===== src/rtl/chip_sched.sv =====
// rtl/chip_sched.sv - round-robin capture-path scan controller (optional CHIP_SCHED_TIMEOUT_EN: capture timeout)
module chip_sched #(
    parameter int SETTLE_SMP = 4,
    parameter int NCH        = 8
) (
    input  logic        clk_sys,
    input  logic        rst_n,
    input  logic        cfg_run,
    input  logic [7:0]  cfg_ch_mask,
    input  logic [15:0] cfg_dwell,
    input  logic [15:0] cfg_holdoff,
    input  logic [15:0] cfg_th,
`ifdef CHIP_SCHED_TIMEOUT_EN
    input  logic [19:0] cfg_cap_max,
    output logic        cap_to,
`endif
    input  logic        sm_vld,
    input  logic        buf_rdy,
    input  logic        cap_vld,
    output logic [7:0]  path_sel,
    output logic [15:0] chip_th,
    output logic        sched_busy,
    output logic        ch_done,
    output logic        ch_hit,
    output logic [15:0] evt_cnt,
    output logic        mask_err
);

    typedef enum logic [2:0] {
        S_IDLE,
        S_SEL,
        S_SETTLE,
        S_DWELL,
        S_CAPTURE,
        S_HOLD
    } state_t;

    localparam logic [15:0] SETTLE_LAST = 16'(SETTLE_SMP - 1);

    state_t      state_q, state_d;
    logic [2:0]  path_q, path_d;
    logic [15:0] th_q, th_d;
    logic [15:0] cnt_q, cnt_d;
    logic [15:0] evt_q, evt_d;
    logic        done_q, done_d;
    logic        hit_q, hit_d;
    logic        merr_q, merr_d;
`ifdef CHIP_SCHED_TIMEOUT_EN
    logic [19:0] ccnt_q, ccnt_d;
    logic        cto_q, cto_d;
`endif

    logic        tick;
    logic [15:0] dwell_eff;
    logic [2:0]  nxt_ch;
    logic [2:0]  idx;

    assign tick      = sm_vld & buf_rdy;
    assign dwell_eff = (cfg_dwell == 16'd0) ? 16'd1 : cfg_dwell;

    // Search downwards so the smallest forward distance wins; distance NCH reselects the current path.
    always_comb begin
        nxt_ch = path_q;
        idx    = path_q;
        for (int k = NCH; k >= 1; k--) begin
            idx = path_q + 3'(k);
            if (cfg_ch_mask[idx]) begin
                nxt_ch = idx;
            end
        end
    end

    always_comb begin
        state_d = state_q;
        path_d  = path_q;
        th_d    = th_q;
        cnt_d   = cnt_q;
        evt_d   = evt_q;
        done_d  = 1'b0;
        hit_d   = 1'b0;
        merr_d  = merr_q;
`ifdef CHIP_SCHED_TIMEOUT_EN
        ccnt_d  = ccnt_q;
        cto_d   = cto_q;
`endif
        case (state_q)
            S_IDLE: begin
                if (cfg_run) begin
                    if (cfg_ch_mask != 8'd0) begin
                        state_d = S_SEL;
                        evt_d   = 16'd0;
                        merr_d  = 1'b0;
`ifdef CHIP_SCHED_TIMEOUT_EN
                        cto_d   = 1'b0;
`endif
                    end else begin
                        merr_d = 1'b1;
                    end
                end
            end
            S_SEL: begin
                if (!cfg_run) begin
                    state_d = S_IDLE;
                end else if (cfg_ch_mask == 8'd0) begin
                    merr_d  = 1'b1;
                    state_d = S_IDLE;
                end else begin
                    path_d  = nxt_ch;
                    th_d    = cfg_th;
                    cnt_d   = 16'd0;
                    state_d = S_SETTLE;
                end
            end
            S_SETTLE: begin
                if (!cfg_run) begin
                    state_d = S_IDLE;
                end else if (tick) begin
                    if (cnt_q == SETTLE_LAST) begin
                        cnt_d   = 16'd0;
                        state_d = S_DWELL;
                    end else begin
                        cnt_d = cnt_q + 16'd1;
                    end
                end
            end
            S_DWELL: begin
                if (!cfg_run) begin
                    state_d = S_IDLE;
                end else if (tick) begin
                    if (cap_vld) begin
                        state_d = S_CAPTURE;
                        cnt_d   = 16'd0;
                        if (evt_q != 16'hFFFF) begin
                            evt_d = evt_q + 16'd1;
                        end
`ifdef CHIP_SCHED_TIMEOUT_EN
                        ccnt_d = 20'd0;
`endif
                    end else if (cnt_q >= dwell_eff - 16'd1) begin
                        done_d  = 1'b1;
                        state_d = S_SEL;
                    end else begin
                        cnt_d = cnt_q + 16'd1;
                    end
                end
            end
            S_CAPTURE: begin
                // A stop request lets the window finish, then skips the holdoff.
                if (tick) begin
                    if (!cap_vld) begin
                        cnt_d = 16'd0;
                        if (!cfg_run) begin
                            done_d  = 1'b1;
                            hit_d   = 1'b1;
                            state_d = S_IDLE;
                        end else begin
                            state_d = S_HOLD;
                        end
                    end
`ifdef CHIP_SCHED_TIMEOUT_EN
                    else if (cfg_cap_max != 20'd0) begin
                        if (ccnt_q >= cfg_cap_max - 20'd1) begin
                            cto_d   = 1'b1;
                            cnt_d   = 16'd0;
                            state_d = S_HOLD;
                        end else begin
                            ccnt_d = ccnt_q + 20'd1;
                        end
                    end
`endif
                end
            end
            S_HOLD: begin
                if (!cfg_run) begin
                    state_d = S_IDLE;
                end else if (cfg_holdoff == 16'd0) begin
                    done_d  = 1'b1;
                    hit_d   = 1'b1;
                    state_d = S_SEL;
                end else if (tick) begin
                    if (cnt_q >= cfg_holdoff - 16'd1) begin
                        done_d  = 1'b1;
                        hit_d   = 1'b1;
                        state_d = S_SEL;
                    end else begin
                        cnt_d = cnt_q + 16'd1;
                    end
                end
            end
            default: state_d = S_IDLE;
        endcase
    end

    always_ff @(posedge clk_sys or negedge rst_n) begin
        if (!rst_n) begin
            state_q <= S_IDLE;
            path_q  <= 3'd0;
            th_q    <= 16'd0;
            cnt_q   <= 16'd0;
            evt_q   <= 16'd0;
            done_q  <= 1'b0;
            hit_q   <= 1'b0;
            merr_q  <= 1'b0;
`ifdef CHIP_SCHED_TIMEOUT_EN
            ccnt_q  <= 20'd0;
            cto_q   <= 1'b0;
`endif
        end else begin
            state_q <= state_d;
            path_q  <= path_d;
            th_q    <= th_d;
            cnt_q   <= cnt_d;
            evt_q   <= evt_d;
            done_q  <= done_d;
            hit_q   <= hit_d;
            merr_q  <= merr_d;
`ifdef CHIP_SCHED_TIMEOUT_EN
            ccnt_q  <= ccnt_d;
            cto_q   <= cto_d;
`endif
        end
    end

    assign path_sel   = {5'd0, path_q};
    assign chip_th    = th_q;
    assign sched_busy = (state_q != S_IDLE);
    assign ch_done    = done_q;
    assign ch_hit     = hit_q;
    assign evt_cnt    = evt_q;
    assign mask_err   = merr_q;
`ifdef CHIP_SCHED_TIMEOUT_EN
    assign cap_to     = cto_q;
`endif

endmodule


===== config.mk =====
export PLATFORM = sky130hd
export DESIGN_NAME = chip_sched
export DESIGN_NICKNAME = d
export VERILOG_FILES = /design/src/rtl/chip_sched.sv
export SDC_FILE = /design/constraint.sdc
export NUM_CORES = 1
export LEC_CHECK = 0
export ABC_AREA = 1
export CAP_MARGIN = 10
export CORE_ASPECT_RATIO = 1.4
export CORE_MARGIN = 10
export CORE_UTILIZATION = 36
export DETAILED_ROUTE_END_ITERATION = 16
export REMOVE_ABC_BUFFERS = 1
export SLEW_MARGIN = 15
export SYNTH_ARGS = -nofsm -noshare
export SYNTH_HDL_FRONTEND = slang
export SYNTH_SLANG_ARGS = --single-unit

===== constraint.sdc =====
create_clock -name clk_sys -period 2.6 [get_ports clk_sys]
set_input_delay 0.52 -clock clk_sys [delete_from_list [all_inputs] [get_ports clk_sys]]
set_output_delay 0.52 -clock clk_sys [all_outputs]
set_load 0.005 [all_outputs]

==> impl_results.md <==
* R2R depth at 11
* Row count at 52
* Placement Cell Area at 6990 um2
* Ratio of cells with drive above 1 in the final layout at 0.228
* NumNets Final at 1099
* Setup ws final at -313 ps
* GPL Wtd Cong at 0.881
* CTS root buffer: clkbuf_16
* Sequential power share at 0.231
* Switch share at 0.449
* Most numerous cell in the Yosys netlist: nand2_1
* Synthesized cell area at 5310 um2
* Power per cell area at 693 nW/um2
* Seq cells post-synth at 57
* Leakage power at 3.90 nW
* Vias post-DR at 5861
* Number of synthesized flops with an enable pin at 0
* Unrepaired setup endpoints after global routing: yes
* Failing checks: negative setup slack
* Synth Area in XOR/XNOR at 0.0776
* Clock sink total at 57
* Drt drc at 0
* Setup_tns at -5460 ps
* Seq/Total Area, Yosys at 0.269
* Die Y at 164 um
* DR WL met2 at 9280 um
* Hold Crit Class: in -> async
* Synth Area in Simple Gates at 0.408
* Post-route core utilization at 0.544
* Reg-to-reg endpoint: cnt_q[6]$_DFFE_PN0P_
* Setup violators final at 21
* Fraction of registers with async set/reset at 1.00
* Ant diodes at 0
* Chip Width at 123 um
* Syn Area/Cell at 6.59 um2
* Int Power at 3.00 mW
* Max VDD drop at 0.000501 V
* Core Footprint at 14400 um2
* Largest family of logic cells by synthesized area: simple AND/OR/NAND/NOR gates
* Cells after synthesis at 805
* WL/cell at 14.6 um
* Multiplexer share of the synthesized area at 0
* Die area at 20100 um2
* Vias in the first global route at 5987
* Design area at 7860 um2
* Reg clk slew, reported paths at 50 ps
* First-pass GRT wire length at 28700 um
* Io pins at 106
* Comb pwr share at 0.575
* Dominant synthesized flop cell: dfrtp_1
* CTS tree: done
* Top Metal Used: met4
* Crit. End Element: flop
* Post-synthesis adder-cell area fraction at 0.0896
* Inst Count DP at 1154
* Initial core utilization at 0.367
* Post-Route WL at 17400 um
* Synth top area share at 0.269
* P&R area growth vs syn at 48.2%
* MaxCap Viol Count at 0
* Vias per inst at 4.93
* Final period util at 1.12
* Layout filler cell count at 1420
* Clock power frac at 0.194
* Status: finished with violations
* Hold slack at 342 ps
* Pins over their slew limit at 0
* Number of port buffers at 100
* Commonest cells in the netlist: nand2_1, nor2_1, inv_1
* Compound-Gate Fraction of Synth Area at 0.0733
* M1 WL at 6720 um
* Clk_lat worst skew at 330 ps
* P_sw at 2.45 mW
* Largest net degree at the start of global routing at 58
* Setup slack, reg-to-reg at 340 ps
* Synthesis warning total at 0
* Post-route insts no fill at 1189
* TritonCTS buffer count at 9
* Gr usage total at 0.174
* ANT nets after route at 0
* Crit Path Class: in -> reg
* Peak Freq at 343 MHz
* Htree depth at 3
* Initial DRT Pass Iterations at 5
* RR Startpoint: cnt_q[9]$_DFFE_PN0P_
* DR iter-0 viols at 312
* Final hold violation count at 0
* Met3 routed WL at 1160 um
* Initial antenna violation count at 0
* Grt total ovfl at 0
* Count of unique library cells instantiated by Yosys at 38
* Worst setup SP type: input port
* Clock Skew at 7.12 ps
* Post-detail-place hpwl at 12900 um
* Worst-path fanout max at 8
* Required time worst endpoint at 2820 ps
* Crit path time final at 2910 ps
* Max_slew headroom at 0.491
* Crit path DAT at 3130 ps
* Synth area leaders: dfrtp_1, nand2_1, ha_1
* Clk buf depth at 2
* Worst-margin pin slew at 764 ps
* Post-synth top area cell: dfrtp_1
==> layer usage <==
metal | GRT usage | vias up
met5 | 0 | -
met4 | 0.0559 | 0
met3 | 0.0449 | 22
met2 | 0.320 | 166
met1 | 0.189 | 2662
li1 | - | 3011
==> critical path: stages <==
cell,delay (ps)
buf_2,110
inv_2,70
buf_4,100
buf_4,110
ha_4,140
nand2_4,50
nor4_2,240
buf_4,150
nand2_1,50
xor2_1,140
ha_1,300
nand2_2,110
nor2_2,50
a21oi_2,200
nand3_4,110
o21ai_4,270
nand3_4,230
nand2_2,130
nand2_2,50
==> timing repair <==
item / CTS / global route
pin swaps: 49 / 64
gates cloned: 2 / 0
resized for setup: 141 / 71
setup buffers: 17 / 8
hold buffers: 0 / 0
setup endpoints to repair: 21 / 21
==> flip-flops by register name (all words and copies together) (netlist names) <==
| register | cells |
|---|---|
| chip_th | 16 |
| cnt_q | 16 |
| evt_cnt | 16 |
| path_q | 3 |
| state_q | 3 |
| ch_done | 1 |
| ch_hit | 1 |
| mask_err | 1 |
==> power groups by stage <==
stage / clock network, mW / registers (mW) / logic, mW
after floorplan: 0 / 1.27 / 1.79
after global placement: 0 / 1.27 / 3.02
after detailed placement: 0 / 1.27 / 3.02
after CTS: 1.09 / 1.26 / 3.11
after global routing: 1.13 / 1.29 / 3.56
final: 1.06 / 1.26 / 3.13
==> layout by cell type (no fill, tap or decap), types with 5 or more instances in the layout <==
cell | netlist | final
nand2_1 | 258 | 236
xor2_1 | 34 | 33
nand4_1 | 33 | 33
a21oi_2 | 0 | 5
conb_1 | 1 | 5
nor3_1 | 13 | 10
xnor2_1 | 13 | 13
buf_4 | 9 | 90
dfrtp_1 | 57 | 57
nor3_4 | 1 | 5
inv_2 | 7 | 9
nor2_2 | 2 | 17
inv_1 | 77 | 75
nand2_2 | 4 | 22
ha_1 | 38 | 35
clkdlybuf4s50_1 | 0 | 70
nor2_1 | 99 | 79
nor2_4 | 4 | 9
clkbuf_16 | 0 | 9
o21ai_0 | 19 | 17
nand3_1 | 67 | 59
nand3_2 | 0 | 7
buf_6 | 1 | 20
o31ai_1 | 9 | 9
a21oi_1 | 24 | 19
==> stage by stage <==
stage	power, mW	setup WS (ps)
floorplan	3.06	-693
global placement	4.29	-1090
detailed placement	4.29	-1110
CTS	5.46	-327
global route	5.97	-502
finish	5.45	-313
==> worst max path at each step <==
stage	startpoint	cells after the start	slack [ps]	endpoint
after global placement	cfg_holdoff[1]	17	-1090	cnt_q[10]$_DFFE_PN0P_
after floorplan	cfg_holdoff[1]	16	-690	cnt_q[12]$_DFFE_PN0P_
after global routing	cfg_holdoff[0]	19	-500	cnt_q[6]$_DFFE_PN0P_
after detailed placement	cfg_holdoff[1]	17	-1110	cnt_q[7]$_DFFE_PN0P_
after CTS	cfg_holdoff[2]	17	-330	cnt_q[8]$_DFFE_PN0P_
final	cfg_holdoff[0]	19	-310	cnt_q[6]$_DFFE_PN0P_
==> kinds of logic after synthesis <==
group	after synthesis
buf+inv	102
xor+xnor	47
compound gates	65
fa+ha+maj	38
other cells	1
flops	57
simple gates	495
==> area by class of cell <==
class	instances	area [um2]	share of cell area
Clock buffer	11	253	0.0321
Clock inverter	1	5.00	0.000636
Inverter	84	315	0.0401
Multi-Input combinational cell	651	3840	0.489
Sequential cell	57	1430	0.181
Tap cell	189	236	0.0301
Timing Repair Buffer	196	1780	0.227
Power figures use the tool's default switching activity.
